**config.mk**
```make
export PLATFORM = sky130hd
export DESIGN_NAME = low_priority_encoder_8_3
export DESIGN_NICKNAME = d
export VERILOG_FILES = /design/src/rtl/low_priority_encoder_8_3.sv
export SDC_FILE = /design/constraint.sdc
export NUM_CORES = 1
export LEC_CHECK = 0
export ABC_AREA = 1
export CORE_AREA = 2 2 39 41
export DETAILED_ROUTE_END_ITERATION = 8
export DIE_AREA = 0 0 41 43
export GPL_ROUTABILITY_DRIVEN = 0
export SYNTH_ARGS = -nofsm -noshare
export SYNTH_HDL_FRONTEND = slang
export SYNTH_SLANG_ARGS = --single-unit
```
**constraint.sdc**
```tcl
create_clock -name Clock_In -period 0.8 [get_ports Clock_In]
set_input_delay 0.12 -clock Clock_In [delete_from_list [all_inputs] [get_ports Clock_In]]
set_output_delay 0.12 -clock Clock_In [all_outputs]
set_load 0.1 [all_outputs]
```
**src/rtl/low_priority_encoder_8_3.sv**
```systemverilog
// Registered 8-to-3 low-priority encoder: lowest-numbered asserted request wins.
// Define LPE_INPUT_REG_EN to add an input register stage (2-cycle latency).
module low_priority_encoder_8_3 (
    input  logic       Clock_In,
    input  logic       Reset_In,
    input  logic       Data_0_In,
    input  logic       Data_1_In,
    input  logic       Data_2_In,
    input  logic       Data_3_In,
    input  logic       Data_4_In,
    input  logic       Data_5_In,
    input  logic       Data_6_In,
    input  logic       Data_7_In,
    output logic [2:0] Encoded_Value_Out,
    output logic       Valid_Out
);

    logic [7:0] data_bus;
    logic [7:0] enc_src;
    logic [2:0] code;
    logic       any_req;

    assign data_bus = {Data_7_In, Data_6_In, Data_5_In, Data_4_In,
                       Data_3_In, Data_2_In, Data_1_In, Data_0_In};

`ifdef LPE_INPUT_REG_EN
    logic [7:0] data_q;

    // Cleared stage reads as "no request" until the first real sample lands.
    always_ff @(posedge Clock_In or posedge Reset_In) begin
        if (Reset_In) begin
            data_q <= '0;
        end else begin
            data_q <= data_bus;
        end
    end

    assign enc_src = data_q;
`else
    assign enc_src = data_bus;
`endif

    // Scan high to low so the lowest set index is the last one written.
    always_comb begin
        code    = 3'd0;
        any_req = |enc_src;
        for (int i = 7; i >= 0; i--) begin
            if (enc_src[i]) begin
                code = 3'(i);
            end
        end
    end

    always_ff @(posedge Clock_In or posedge Reset_In) begin
        if (Reset_In) begin
            Encoded_Value_Out <= 3'd0;
            Valid_Out         <= 1'b0;
        end else begin
            Encoded_Value_Out <= code;
            Valid_Out         <= any_req;
        end
    end

endmodule

```
==> summary.md <==
| Metric | Value |
|---|---|
| Share of cells above drive strength 1 | `37.2%` |
| Endpoints failing hold | `0` |
| Clock transition at path regs | `0.04 ns` |
| Synthesized area | `203 sq um` |
| IO buf count | `13` |
| Drt first pass iters | `1` |
| Setup bufs post-CTS | `0` |
| Die height | `43 microns` |
| Longest Clk Path Bufs | `2` |
| Die area | `1760 sq um` |
| CP bufs+invs | `1` |
| Antenna violations before repair | `0` |
| Count of state elements after synthesis | `4` |
| Top post-synthesis cells by area | `dfrtp_1 (49%), inv_1 (17%), nand2_1 (13%), nor3_2 (4.9%), a31oi_1 (3.1%)` |
| Vias per cell | `3.64` |
| Syn avg cell area | `7.51 sq um` |
| Sequential share of the synthesized area | `49.4%` |
| Layout area overhead | `110%` |
| Switching pwr | `181 uW` |
| GRT Resource Usage Total | `6.44%` |
| Logic pwr share | `26.9%` |
| Total power | `636 uW` |
| Critical path type | `register to output pin` |
| Die X | `41 microns` |
| Setup tns final | `-0.484 ns` |
| Worst Tran Pin Value | `0.174 ns` |
| Vias in the first global route | `205` |
| Pwr/cell area | `1490 nW/um^2` |
| Yosys top cell by area | `dfrtp_1` |
| First-pass GRT wire length | `696 microns` |
| CTS buffer count | `3` |
| CP cell instances | `buf_12` |
| Critical path's largest stage delay | `0.40 ns` |
| Row count | `14` |
| Shortest period the worst path allows | `0.922 ns` |
| Routed vias | `215` |
| Status | `finished, violations left` |
| CP startpoint kind | `register` |
| Post-DR wirelength/cell | `6.88 microns` |
| Slack of the critical path | `-0.122 ns` |
| Design Area, Final | `425 sq um` |
| Unrepaired setup endpoints after global routing | `true` |
| Largest net degree at the start of global routing | `5` |
| Critical path's slowest cell | `dfrtp_2` |
| Top Ports | `14` |
| Total stage count of the critical path | `1` |
| Period Utilization, post-route | `115%` |
| Total Wirelength | `406 microns` |
| Final Setup Violations | `4` |
| Max Cap Viol | `0` |
| Max_slew headroom | `88.3%` |
| CP max FO | `1` |
| Static leakage | `0.228 nW` |
| Switching Share | `28.4%` |
| Worst Hold Class | `input pin to asynchronous set/reset pin` |
| Crit path DAT | `0.80 ns` |
| GR Overflow Total | `0` |
| Sequential Power Share | `34.4%` |
| Residual DRC | `0` |
| Dpl cell area | `398 sq um` |
| Root Buffer | `clkbuf_4` |
| Core area | `1380 sq um` |
| Netlist cell types | `10` |
| Worst Path Required | `0.68 ns` |
| DR iter-0 viols | `0` |
| Int Power | `455 uW` |
| Violated checks | `negative setup slack` |
| Ys Warns | `0` |
| Layout Nets | `55` |
| Syn nets | `37` |
| Antenna Violating Nets Remaining | `0` |
| Syn Inst Count | `27` |
| Crit path capture type | `output pin` |
| H-Tree Depth | `1` |
| Antenna cells | `0` |
| Worst VDD drop | `0.337 mV` |
| Slew Viols, Final | `0` |
| Max Clk Rate | `1090 MHz` |
| CTS tree | `yes` |
| Initial Util | `14.6%` |
| Clock share of power | `38.8%` |
| Area share of the largest cell type after synthesis | `49.4%` |
| CTS Sinks | `4` |
| CP delay by family, top | `flip-flops` |
-- sequential cells by signal, summed over array words and instances (netlist names) --
name               flops
Valid_Out              1
Encoded_Value_Out      3
-- cells in the final DEF, fill, tap and decap left out --
cell type        count
a21oi_2              1
a31oi_1              1
buf_12               4
clkbuf_4             3
clkdlybuf4s50_1      4
dfrtp_2              4
dlygate4sd2_1        3
dlymetal6s2s_1       2
inv_1                6
inv_2                3
nand2_1              7
nand3_1              1
nand4_1              1
nor2_1               1
nor3_2               1
or2_1                1
-- power by group through the flow --
stage	sequential, mW	combinational [mW]	clock, mW
4_1_cts	0.219	0.169	0.262
5_1_grt	0.219	0.184	0.288
2_1_floorplan	0.274	0.0318	0
3_5_place_dp	0.221	0.174	0
6_report	0.218	0.171	0.246
3_3_place_gp	0.221	0.172	0
-- routing by layer --
metal / track usage, % / share of wire [%] / vias up
li1: - / - / 112
met1: 6.47 / 37 / 88
met2: 8.13 / 49 / 13
met3: 1.57 / 9.6 / 2
met4: 10.0 / 4.7 / 0
met5: 0 / 0 / -
-- synth_stat cells (all sizes together) --
cell type,number
inv,9
nand2,7
dfrtp,4
a21oi,1
a31oi,1
nand3,1
nand4,1
nor2,1
nor3,1
or2,1
-- repair_timing --
item	CTS	global route
setup endpoints to repair	8	6
hold buffers	0	0
resized for setup	3	6
pin swaps	4	2
-- final timing paths --
path	startpoint	end	slack [ns]
hold / removal	Reset_In	Encoded_Value_Out[0]	0.07
setup / recovery	Encoded_Value_Out[1]	Encoded_Value_Out[1]	-0.12
min in group Clock_In	Data_0_In	Encoded_Value_Out[0]	0.12
max in group asynchronous	Reset_In	Valid_Out	0.58
-- stage by stage --
step | setup WS [ns] | utilization [%] | instances | hold slack [ns]
CTS | -0.134 | 30.1 | 59 | 0.0638
detailed placement | -0.361 | 28.8 | 56 | 0.308
global placement | -0.336 | 28.8 | 56 | 0.310
global route | -0.154 | 30.7 | 59 | 0.0872
floorplan | 0.0343 | - | 27 | -0.114
finish | -0.122 | 30.7 | 59 | 0.0661
-- area by class of cell --
class                           count  area, sq um
Clock buffer                        3         22.5
Tap cell                           16         20.0
Inverter                            9         33.8
Multi-Input combinational cell     14         72.6
Sequential cell                     4          105
Fill cell                         149          958
Timing Repair Buffer               13          171
-- cells by family (layout without fill, tap and decap cells) --
| logic type | count (synthesis) | count (layout) | share of synthesized area [%] |
|---|---|---|---|
| AOI/OAI and AO/OA | 2 | 2 | 5.56 |
| and+or+nand+nor | 12 | 12 | 28.4 |
| DFF | 4 | 4 | 49.4 |
| buffers and inverters | 9 | 25 | 16.7 |
(Power assumes the default switching activity.)
